==> config.mk <==
export PLATFORM = sky130hd
export DESIGN_NAME = clk_div_n
export DESIGN_NICKNAME = d
export VERILOG_FILES = /design/src/rtl/clk_div_pkg.sv /design/src/rtl/clk_div_n_half_cycle_retimer.sv /design/src/rtl/clk_div_n.sv
export SDC_FILE = /design/constraint.sdc
export NUM_CORES = 1
export LEC_CHECK = 0
export ABC_AREA = 1
export CAP_MARGIN = 25
export CORE_MARGIN = 2
export CORE_UTILIZATION = 65
export CTS_CLUSTER_DIAMETER = 200
export DETAILED_ROUTE_END_ITERATION = 10
export DONT_BUFFER_PORTS = 1
export PLACE_DENSITY_LB_ADDON = 0.12
export SKIP_LAST_GASP = 1
export SLEW_MARGIN = 30
export SYNTH_ARGS = -nofsm -noshare
export SYNTH_HDL_FRONTEND = slang
export SYNTH_HIERARCHICAL = 1
export SYNTH_SLANG_ARGS = --single-unit
==> constraint.sdc <==
create_clock -name clk_in -period 3.4 [get_ports clk_in]
set_clock_uncertainty 0.2 [all_clocks]
set_input_delay 0.85 -clock clk_in [delete_from_list [all_inputs] [get_ports clk_in]]
set_output_delay 0.85 -clock clk_in [all_outputs]
set_load 0.05 [all_outputs]
==> src/rtl/clk_div_pkg.sv <==
`default_nettype none
//----------------------------------------------------------------------
// clk_div_pkg : shared constants and state encoding for clk_div_n
// Rev 1.0
//----------------------------------------------------------------------
package clk_div_pkg;

  localparam int C_CNT_W_DEFAULT = 8;
  localparam int C_DIV_MIN       = 2;

  // Divider run state {IDLE, RUN}
  typedef logic [0:0] state_t;
  localparam state_t ST_IDLE = 1'b0;
  localparam state_t ST_RUN  = 1'b1;

endpackage
`default_nettype wire

==> src/rtl/clk_div_n_half_cycle_retimer.sv <==
`default_nettype none
//----------------------------------------------------------------------
// half_cycle_retimer : single negedge flop isolating the dual-edge path
// Rev 1.0
//----------------------------------------------------------------------
module half_cycle_retimer
  import clk_div_pkg::*;
(
  input  logic clk_in,
  input  logic d,
  output logic q
);

  logic r_q;

  // No reset: the posedge domain clears d, so q follows within half a cycle.
  always_ff @(negedge clk_in) begin
    r_q <= d;
  end

  assign q = r_q;

endmodule
`default_nettype wire

==> src/rtl/clk_div_n.sv <==
`default_nettype none
//----------------------------------------------------------------------
// clk_div_n : runtime-programmable 50% duty divider, odd and even N
// Rev 1.0
//----------------------------------------------------------------------
module clk_div_n
  import clk_div_pkg::*;
#(
  parameter int CNT_W       = C_CNT_W_DEFAULT,
  parameter int DEFAULT_DIV = 5
)
(
  input  logic             clk_in,
  input  logic             rst,
  input  logic             en,
  input  logic [CNT_W-1:0] div_in,
  input  logic             div_load,
  output logic             clk_div,
  output logic             period_tick,
  output logic             load_ack,
  output logic             div_err,
  output logic [CNT_W-1:0] div_active
);

  localparam logic [CNT_W-1:0] C_DEFAULT_DIV = CNT_W'(DEFAULT_DIV);
  localparam logic [CNT_W-1:0] C_DIV_MIN_W   = CNT_W'(C_DIV_MIN);
  localparam logic [CNT_W-1:0] C_ONE         = CNT_W'(1);

  state_t           r_state;
  logic [CNT_W-1:0] r_cnt;
  logic             r_pos_q;
  logic             r_period_tick;
  logic             r_load_ack;
  logic             r_div_err;
  logic [CNT_W-1:0] r_div_active;
  logic             r_pend_valid;
  logic [CNT_W-1:0] r_pend_div;

  state_t           w_state_nx;
  logic [CNT_W-1:0] w_cnt_nx;
  logic             w_pos_nx;
  logic             w_tick_nx;
  logic             w_ack_nx;
  logic             w_err_nx;
  logic [CNT_W-1:0] w_div_nx;
  logic             w_pend_valid_nx;
  logic [CNT_W-1:0] w_pend_div_nx;

  logic [CNT_W:0]   w_half;
  logic [CNT_W-1:0] w_cnt_inc;
  logic             w_boundary;
  logic             w_load_ok;
  logic             w_load_bad;
  logic             w_neg_q;

  // Extra bit keeps (N+1) from wrapping at the top divisor.
  assign w_half     = ({1'b0, r_div_active} + {{CNT_W{1'b0}}, 1'b1}) >> 1;
  assign w_cnt_inc  = r_cnt + C_ONE;
  assign w_boundary = (r_state == ST_RUN) && (r_cnt == (r_div_active - C_ONE));
  assign w_load_ok  = div_load && (div_in >= C_DIV_MIN_W);
  assign w_load_bad = div_load && (div_in <  C_DIV_MIN_W);

  always_comb begin
    w_state_nx      = r_state;
    w_cnt_nx        = r_cnt;
    w_pos_nx        = r_pos_q;
    w_tick_nx       = 1'b0;
    w_ack_nx        = 1'b0;
    w_err_nx        = r_div_err | w_load_bad;
    w_div_nx        = r_div_active;
    w_pend_valid_nx = r_pend_valid;
    w_pend_div_nx   = r_pend_div;

    case (r_state)
      ST_IDLE: begin
        w_cnt_nx = '0;
        w_pos_nx = 1'b0;
        if (r_pend_valid) begin
          w_div_nx        = r_pend_div;
          w_pend_valid_nx = 1'b0;
          w_ack_nx        = 1'b1;
        end
        if (en) begin
          w_state_nx = ST_RUN;
          w_pos_nx   = 1'b1;
          w_tick_nx  = 1'b1;
        end
      end
      ST_RUN: begin
        if (w_boundary) begin
          w_cnt_nx = '0;
          // A load landing on the boundary edge takes effect immediately.
          if (w_load_ok) begin
            w_div_nx = div_in;
            w_ack_nx = 1'b1;
          end else if (r_pend_valid) begin
            w_div_nx = r_pend_div;
            w_ack_nx = 1'b1;
          end
          w_pend_valid_nx = 1'b0;
          if (en) begin
            w_pos_nx  = 1'b1;
            w_tick_nx = 1'b1;
          end else begin
            w_state_nx = ST_IDLE;
            w_pos_nx   = 1'b0;
          end
        end else begin
          w_cnt_nx = w_cnt_inc;
          w_pos_nx = ({1'b0, w_cnt_inc} < w_half);
        end
      end
      default: begin
        w_state_nx = ST_IDLE;
        w_cnt_nx   = '0;
        w_pos_nx   = 1'b0;
      end
    endcase

    if (w_load_ok && !w_boundary) begin
      w_pend_div_nx   = div_in;
      w_pend_valid_nx = 1'b1;
    end
  end

  always_ff @(posedge clk_in) begin
    if (rst) begin
      r_state       <= ST_IDLE;
      r_cnt         <= '0;
      r_pos_q       <= 1'b0;
      r_period_tick <= 1'b0;
      r_load_ack    <= 1'b0;
      r_div_err     <= 1'b0;
      r_div_active  <= C_DEFAULT_DIV;
      r_pend_valid  <= 1'b0;
      r_pend_div    <= '0;
    end else begin
      r_state       <= w_state_nx;
      r_cnt         <= w_cnt_nx;
      r_pos_q       <= w_pos_nx;
      r_period_tick <= w_tick_nx;
      r_load_ack    <= w_ack_nx;
      r_div_err     <= w_err_nx;
      r_div_active  <= w_div_nx;
      r_pend_valid  <= w_pend_valid_nx;
      r_pend_div    <= w_pend_div_nx;
    end
  end

  half_cycle_retimer u_retimer (
    .clk_in (clk_in),
    .d      (r_pos_q),
    .q      (w_neg_q)
  );

  // Parity only changes at a boundary, where pos_q=1 and neg_q=0, so the mux is quiet.
  assign clk_div     = r_div_active[0] ? (r_pos_q & w_neg_q) : r_pos_q;
  assign period_tick = r_period_tick;
  assign load_ack    = r_load_ack;
  assign div_err     = r_div_err;
  assign div_active  = r_div_active;

endmodule
`default_nettype wire

==> flow_summary.ini, run 1 <==
[floorplanning]
design.core.area_mm2 = 0.002805
die-height_um = 58.89
dieWidth_um = 58.89
dieArea_mm2 = 0.003467
rows = 19
start_util_pct = 69.80
io_pins = 24

[critical_path]
critPathTopFamily = flip-flops
path_buf_inv = 0
cp_max_fo = 1
cp_data_required_time_ns = 2.35
path_cells = o21a_4
cpPeakStageDelay_ns = 0.30
arrival_ns = 2.62
r2r_slack_ns = 0.93
path_class = flop to output port
end_kind = output port
start_kind = flop
slowest_stage = dfxtp_1

[route]
wirelength_um = 3646
wl_per_cell_um = 11.39
via_per_inst = 5.219
wl_met3_um = 144
drt-initial-drc-count = 63
ant_nets = 0
drtPass1Iterations = 7
vias = 1670
top_layer = met4
drc = 1
met2_wirelength_um = 1703
drt-met1-wl_um = 1737

[grt]
grt_overflow = 0
grt.total_usage_pct = 23.47
antenna_found_initial = 0
grt_pass1_wl_um = 6003
grt_max_degree = 20
grt_pass1_vias = 1391

[outcome]
violations = DRC, setup timing
status = finished, violations left

[timing]
slew_viol_final = 0
finalHoldViolations = 0
layout_setup_ws_ns = -0.2705
setup_tns_ns = -0.2705
max_slew.worst_pin.slew_ns = 0.6980
rsz0062_at_grt = yes
slew_headroom_pct = 53.40
setup_viol = 1

[placed_design]
post-place-cells = 312
post-dp-hpwl_um = 2784
portBuffers = 0
gp_congestion = 0.8344

[power]
pwr_density_cell_mw_per_mm2 = 492.1
power.leakage_nw = 0.9452
vdd_drop_max_mv = 0.3421

[cts]
cts_buffers = 5
cts-hold-fix-buffers = 0
clock_sinks = 31
clk_pin_slew_ns = 0.11
h-tree-depth = 2
post-cts-setup-buffers = 0
cts_root_buf = clkbuf_4
clockBufferDepth = 2
insertion_delay_ns = 0.34
cts_tree = built

[job]
cap_violations = 0

[logic_synthesis]
yosys.area.top_type_share_pct = 31.69
synth.distinct_cells = 26
synthCells = 285
syn_area_mm2 = 0.001958
syn_area_per_cell_um2 = 6.871
synth-warning-count = 6
synth-seq-cells = 31
synth_area_leaders = dfxtp_1 (32%), nand2_1 (11%), nand3_1 (7.7%)
ys_seq_area_share_pct = 31.69
synth_area_leader_cell = dfxtp_1
syn_nets = 307

[final_layout]
nNetsFinal = 310
final_cell_count_no_fill = 320
nFillCells = 253
diodes = 0
syn_to_final_growth_pct = 3.962
drive_above_1_share_pct = 10.73

[min_path]
hp-class = flop to flop
[synth_stat cells]
cell type	number
a21oi_1	13
a21o_1	1
clkbuf_1	2
nand3_4	1
xnor2_1	3
ha_1	10
o21a_1	1
buf_6	3
inv_2	3
nand4_1	3
nand3_2	5
nand2_1	57
nor2_4	4
a31oi_1	1
inv_1	34
dfxtp_1	31
buf_2	3
o21ai_1	1
nand3_1	30
nor2_1	35
o21ai_0	24
nor3_1	3
nor2_2	1
nand2_2	3
xor2_1	12
buf_4	1
[cells in the final DEF, fill, tap and decap left out, types with 5 or more instances in the layout]
master    instances
nor2_1           35
nand3_2           5
nand3_1          30
xor2_1           12
clkbuf_4          5
inv_1            34
dfxtp_1          31
nand2_1          57
buf_4             5
a21oi_1          13
o21ai_0          24
ha_1             10
[metrics by stage]
stage          power [W]  hold slack [ns]  utilization [%]  area (µm²)  setup WS (ns)
2_1_floorplan  0.0007369           0.2514                -        1959        0.07366
3_3_place_gp   0.0007784           0.2609            70.29        1972        0.07144
4_1_cts         0.001008           0.2962            72.57        2036        -0.2846
5_1_grt         0.001076           0.3165            72.57        2036        -0.3164
6_report        0.001002           0.2966            72.57        2036        -0.2705
3_5_place_dp   0.0007854           0.2679            70.29        1972        0.06752
[power by group]
group	internal, W	switching (W)	total [W]	leakage (nW)
Clock	0.0000804	0.000146	0.000226	0.0325
Sequential	0.000399	0.0000540	0.000453	0.255
Combinational	0.000107	0.000215	0.000322	0.658
Total	0.000587	0.000415	0.00100	0.945
[registers in the layout, indices dropped and copies added (netlist names)]
signal / cells
r_pos_q: 1
r_pend_valid: 1
load_ack: 1
div_active: 8
r_pend_div: 8
div_err: 1
r_state: 1
period_tick: 1
r_cnt: 8
u_retimer/q: 1
[final timing paths]
path | start | cells after the start | to
worst max register to register | div_active[4]$_SDFFE_PP0P_ | 10 | r_pos_q$_SDFF_PP0_
worst max-delay path | u_retimer/q$_DFF_N_ | 1 | clk_div
worst min-delay path | r_pend_div[3]$_SDFFE_PP0P_ | 2 | r_pend_div[3]$_SDFFE_PP0P_
worst min register to register | r_pend_div[3]$_SDFFE_PP0P_ | 2 | r_pend_div[3]$_SDFFE_PP0P_
[cell families (layout without fill, tap and decap cells)]
kind of cell | after synthesis | in the layout | synth area share [%]
xor gates and xnor gates | 15 | 15 | 6.709
DFF | 31 | 31 | 31.69
and+or+nand+nor | 142 | 142 | 34.06
buffers and inverters | 46 | 50 | 10.35
AOI/OAI and AO/OA | 41 | 41 | 10.80
adders and majority gates | 10 | 10 | 6.390
[final cells by class]
type                       count  area (µm²)  area share [%]
timing repair buffer           5       37.54           1.844
clock inverter                 4       23.77           1.168
tap                           31       38.79           1.905
sequential                    31       620.6           30.49
multi-input combinational    208        1142           56.12
inverter                      36       135.1           6.638
clock buffer                   5       37.54           1.844
[per-layer routing]
| metal | GRT usage (%) | up-vias |
|---|---|---|
| met3 | 7.692 | 5 |
| met2 | 38.89 | 25 |
| met1 | 27.52 | 719 |
| met4 | 10.39 | 0 |
| met5 | 0 | - |
| li1 | - | 921 |
[timing repair]
| action | 4_1_cts | 5_1_grt |
|---|---|---|
| pin swaps | 1 | 0 |
| gates resized for setup | 1 | 0 |
| endpoints found under the hold margin | 0 | 0 |
| setup endpoints to repair | 1 | 1 |
[worst min-delay path, delay by kind of cell (launching register included)]
family | cells | cell delay [ns]
AND/OR/NAND/NOR | 1 | 0.08
flip-flops | 1 | 0.35
AO/OA/AOI/OAI | 1 | 0.04
Note: power is estimated with default switching activity, not from simulation.
==> run 2, diff against run 1 <==
Settings changed: CELL_PAD_IN_SITES_DETAIL_PLACEMENT set to 0, CELL_PAD_IN_SITES_GLOBAL_PLACEMENT set to 1, CORE_ASPECT_RATIO set to 0.75, CORE_UTILIZATION 65 to 50, CTS_BUF_LIST set to sky130_fd_sc_hd__clkbuf_8.
==> run 2 against run 1 <==
The run ends with setup timing left. Register-to-register slack lost 0.03 ns. Power grew 4.7%. First-iteration DRC count shrank 32%.
==> flow_summary.ini, run 2 (synthesis gave the netlist of run 1 again) <==
[route]
ant_nets = 0
drt-initial-drc-count = 43
vias = 1649
drtPass1Iterations = 4
drc = 0
wl_per_cell_um = 11.89
wirelength_um = 4018
via_per_inst = 4.879

[min_path]
hold_end = r_pend_div[6]$_SDFFE_PP0P_
hp-class = flop to flop
min_from = r_pend_div[6]$_SDFFE_PP0P_
hold_depth = 2

[power]
pwr-share-comb_pct = 29.6
netSwitchingFraction_pct = 38.95
pwr_density_cell_mw_per_mm2 = 506.8
power.switching_w = 0.0004085
vdd_drop_max_mv = 0.2895
seqPwrFrac_pct = 44.9
internal_power_w = 0.0006402
power_w = 0.001049
power.leakage_nw = 0.9539
clockPowerShare_pct = 25.5

[final_layout]
nFillCells = 399
syn_to_final_growth_pct = 5.687
final_cell_mix = nand2_1 (57), inv_1 (35), nor2_1 (35), dfxtp_1 (31), nand3_1 (30)
layout_commonest_cell = nand2_1
nNetsFinal = 309
diodes = 0
drive_above_1_share_pct = 9.441

[timing]
rsz0062_at_grt = yes
finalHoldViolations = 0
max_slew.worst_pin.slew_ns = 0.7596
slew_headroom_pct = 49.29
slew_viol_final = 0
layout_setup_ws_ns = -0.2298
setup_viol = 1
whs_ns = 0.2849

[critical_path]
path_class = flop to output port
reg2regPathDepth = 12
cp_max_fo = 1
arrival_ns = 2.58
slowest_stage = dfxtp_1
cpPeakStageDelay_ns = 0.29
path_cells = o21a_4
reg2reg_to = r_pos_q$_SDFF_PP0_
path_buf_inv = 0
start_kind = flop
cp_data_required_time_ns = 2.35
r2r-start = div_active[1]$_SDFFE_PP0P_
r2r_slack_ns = 0.90
critPathTopFamily = flip-flops
end_kind = output port

[cts]
cts_tree = built
h-tree-depth = 2
post-cts-setup-buffers = 0
clock_sinks = 31
clockBufferDepth = 2
insertion_delay_ns = 0.28
cts-hold-fix-buffers = 0
clk_pin_slew_ns = 0.06
cts_root_buf = clkbuf_8
cts_buffers = 5

[outcome]
violations = setup timing
status = finished, violations left

[floorplanning]
rows = 19
dieWidth_um = 76.26
start_util_pct = 52.80
io_pins = 24
dieArea_mm2 = 0.004438
design.core.area_mm2 = 0.003709
die-height_um = 58.20

[grt]
grt_overflow = 0
antenna_found_initial = 0
grt_max_degree = 20
grt_pass1_vias = 1504
grt_pass1_wl_um = 6934
grt.total_usage_pct = 19.80

[job]
cap_violations = 0

[placed_design]
portBuffers = 0
gp_congestion = 0.8257
post-dp-hpwl_um = 3027
run 2: cell types whose count changed in the layout (fill, tap and decap cells not counted):
cell | previous run | this run
inv_1 | 34 | 35
clkinv_2 | 1 | 0
clkbuf_8 | 0 | 5
clkbuf_4 | 5 | 0
buf_4 | 5 | 4
clkinvlp_4 | 2 | 0
run 2: layer usage:
metal  GRT usage, %  routed length [µm]
met1          27.03                2231
met2          29.96                1589
met3          5.607                 151
met4          7.792                  46
met5              0                   0
run 2: per-stage QoR:
stage | util (%) | instances | TNS [ns] | area, µm² | worst slack (ns)
2_1_floorplan | - | 285 | 0 | 1959 | 0.07366
3_3_place_gp | 53.68 | 332 | 0 | 1991 | 0.06848
3_5_place_dp | 53.68 | 332 | 0 | 1991 | 0.06462
4_1_cts | 55.80 | 338 | -0.2377 | 2069 | -0.2377
5_1_grt | 55.80 | 338 | -0.2450 | 2069 | -0.2450
6_report | 55.80 | 338 | -0.2298 | 2069 | -0.2298
run 2: what timing repair did:
item / CTS / global route
gates resized for setup: 1 / 0
setup endpoints to repair: 1 / 1
pin swaps: 1 / 0
run 2: cell type report:
cell class / instances / area, µm² / share of cell area (%)
multi-input combinational: 208 / 1142 / 55.20
sequential: 31 / 620.6 / 29.99
inverter: 36 / 135.1 / 6.530
clock buffer: 5 / 68.82 / 3.325
tap: 52 / 65.06 / 3.144
timing repair buffer: 4 / 30.03 / 1.451
clock inverter: 2 / 7.507 / 0.3628
run 2: power by group through the flow:
stage / logic (W) / clock network [W] / registers, W
after floorplan: 0.000249 / 0.00000368 / 0.000484
after detailed placement: 0.000309 / 0.00000368 / 0.000478
after CTS: 0.000312 / 0.000278 / 0.000471
after global routing: 0.000356 / 0.000292 / 0.000478
after global placement: 0.000306 / 0.00000368 / 0.000478
final: 0.000310 / 0.000268 / 0.000471
run 2: worst max-delay path by stage:
stage / end / startpoint / cells past startpoint
5_1_grt: clk_div / u_retimer/q$_DFF_N_ / 1
6_report: clk_div / u_retimer/q$_DFF_N_ / 1
2_1_floorplan: clk_div / u_retimer/q$_DFF_N_ / 1
3_3_place_gp: clk_div / u_retimer/q$_DFF_N_ / 1
4_1_cts: clk_div / u_retimer/q$_DFF_N_ / 1
3_5_place_dp: clk_div / u_retimer/q$_DFF_N_ / 1
==> run 3, diff against run 2 <==
Settings changed: RECOVER_POWER set to 25.
==> run 3 against run 2 <==
The run still ends with setup timing left. Clock-buffer cell count unchanged. Cell count unchanged. Sequential power about the same. Non-clock buffer count unchanged. Clock power barely moved. Sequential cell count stayed put. Largest cell class unchanged. Sequential share of layout area up 0.16 points. Largest power group unchanged.
==> flow_summary.ini, run 3 (synthesis gave the netlist of run 1 again) <==
[outcome]
status = finished, violations left
violations = setup timing

[cts]
cts_buffers = 5
clk_pin_slew_ns = 0.06
clock_sinks = 31
h-tree-depth = 2
cts_tree = built
cts-hold-fix-buffers = 0
post-cts-setup-buffers = 0
clockBufferDepth = 2
cts_root_buf = clkbuf_8
insertion_delay_ns = 0.28

[timing]
layout_setup_ws_ns = -0.2303
rsz0062_at_grt = yes
setup_tns_ns = -0.2303
finalHoldViolations = 0
max_slew.worst_pin.slew_ns = 0.9599
slew_viol_final = 0
setup_viol = 1
slew_headroom_pct = 36.01

[grt]
grt_pass1_vias = 1504
antenna_found_initial = 0
grt_pass1_wl_um = 6934
grt.total_usage_pct = 19.80
grt_max_degree = 20
grt_overflow = 0

[critical_path]
r2r_slack_ns = 0.49
r2r-start = div_active[1]$_SDFFE_PP0P_
arrival_ns = 2.58
crit_start = u_retimer/q$_DFF_N_
path_buf_inv = 0
reg2reg_to = r_pos_q$_SDFF_PP0_
start_kind = flop
cpPeakStageDelay_ns = 0.29
path_class = flop to output port
end_kind = output port
path_cells = o21a_4
critPathTopFamily = flip-flops
reg2regPathDepth = 12
slowest_stage = dfxtp_1
cp_max_fo = 1
cp_data_required_time_ns = 2.35

[floorplanning]
dieArea_mm2 = 0.004438
rows = 19
design.core.area_mm2 = 0.003709
start_util_pct = 52.80
io_pins = 24
dieWidth_um = 76.26
die-height_um = 58.20

[route]
via_per_inst = 4.885
wirelength_um = 4034
drc = 0
vias = 1651
ant_nets = 0
drtPass1Iterations = 4
drt-initial-drc-count = 50
wl_per_cell_um = 11.93

[final_layout]
final_cell_count_no_fill = 338
final_cell_mix = nand2_1 (57), inv_1 (35), nor2_1 (35), dfxtp_1 (31), nand3_1 (30)
stdcell_area_mm2 = 0.002058
diodes = 0
nNetsFinal = 309
layout_commonest_cell = nand2_1
drive_above_1_share_pct = 8.392
fin_util_pct = 55.50
syn_to_final_growth_pct = 5.112

[placed_design]
place_area_mm2 = 0.001991
portBuffers = 0
post-place-cells = 332
post-dp-hpwl_um = 3027
gp_congestion = 0.8257

[min_path]
hold_depth = 2
min_from = r_pend_div[6]$_SDFFE_PP0P_
hold_end = r_pend_div[6]$_SDFFE_PP0P_
hp-class = flop to flop

[job]
cap_violations = 0

[power]
vdd_drop_max_mv = 0.2893
pwr_density_cell_mw_per_mm2 = 507.8
power.leakage_nw = 0.9423
==> run 3: final cells by class <==
type,instances,area (µm²)
Timing Repair Buffer,4,18.77
Multi-Input combinational cell,208,1142
Inverter,36,135.1
Tap cell,52,65.06
Clock buffer,5,68.82
Fill cell,403,1650
Sequential cell,31,620.6
Clock inverter,2,7.507
==> run 3: what timing repair did <==
item                                    CTS  global route
endpoints found under the setup margin    1             1
pin swaps                                 1             0
resized for setup                         1             0
==> run 3: stage by stage <==
stage | hold slack [ns] | setup WS [ns] | power [W]
4_1_cts | 0.2879 | -0.2377 | 0.001062
2_1_floorplan | 0.2514 | 0.07366 | 0.0007369
6_report | 0.2849 | -0.2303 | 0.001045
3_5_place_dp | 0.2713 | 0.06462 | 0.0007907
3_3_place_gp | 0.2675 | 0.06848 | 0.0007868
5_1_grt | 0.3120 | -0.2450 | 0.001122
==> run 3: routing by layer <==
layer	vias to the layer above	track usage, %	share of wire [%]
met1	706	27.03	55
met5	-	0	0
met2	22	29.96	40
li1	919	-	-
met3	4	5.607	3.8
met4	0	7.792	1.1
==> run 3: worst max-delay path by stage <==
stage	slack [ns]	to	cells past startpoint
floorplan	0.07	clk_div	1
global placement	0.07	clk_div	1
detailed placement	0.06	clk_div	1
CTS	-0.24	clk_div	1
global route	-0.25	clk_div	1
finish	-0.23	clk_div	1
==> run 3: worst min-delay path, stage by stage, from the launching register on <==
cell     delay [ns]
dfxtp_1        0.33
a21oi_1        0.04
nor2_1         0.08
==> run 3: power breakdown <==
group | leakage (nW) | total [W] | switching (W) | internal, W
Sequential | 0.255 | 0.000471 | 0.0000713 | 0.000400
Clock | 0.0466 | 0.000268 | 0.000133 | 0.000135
Combinational | 0.641 | 0.000306 | 0.000204 | 0.000102
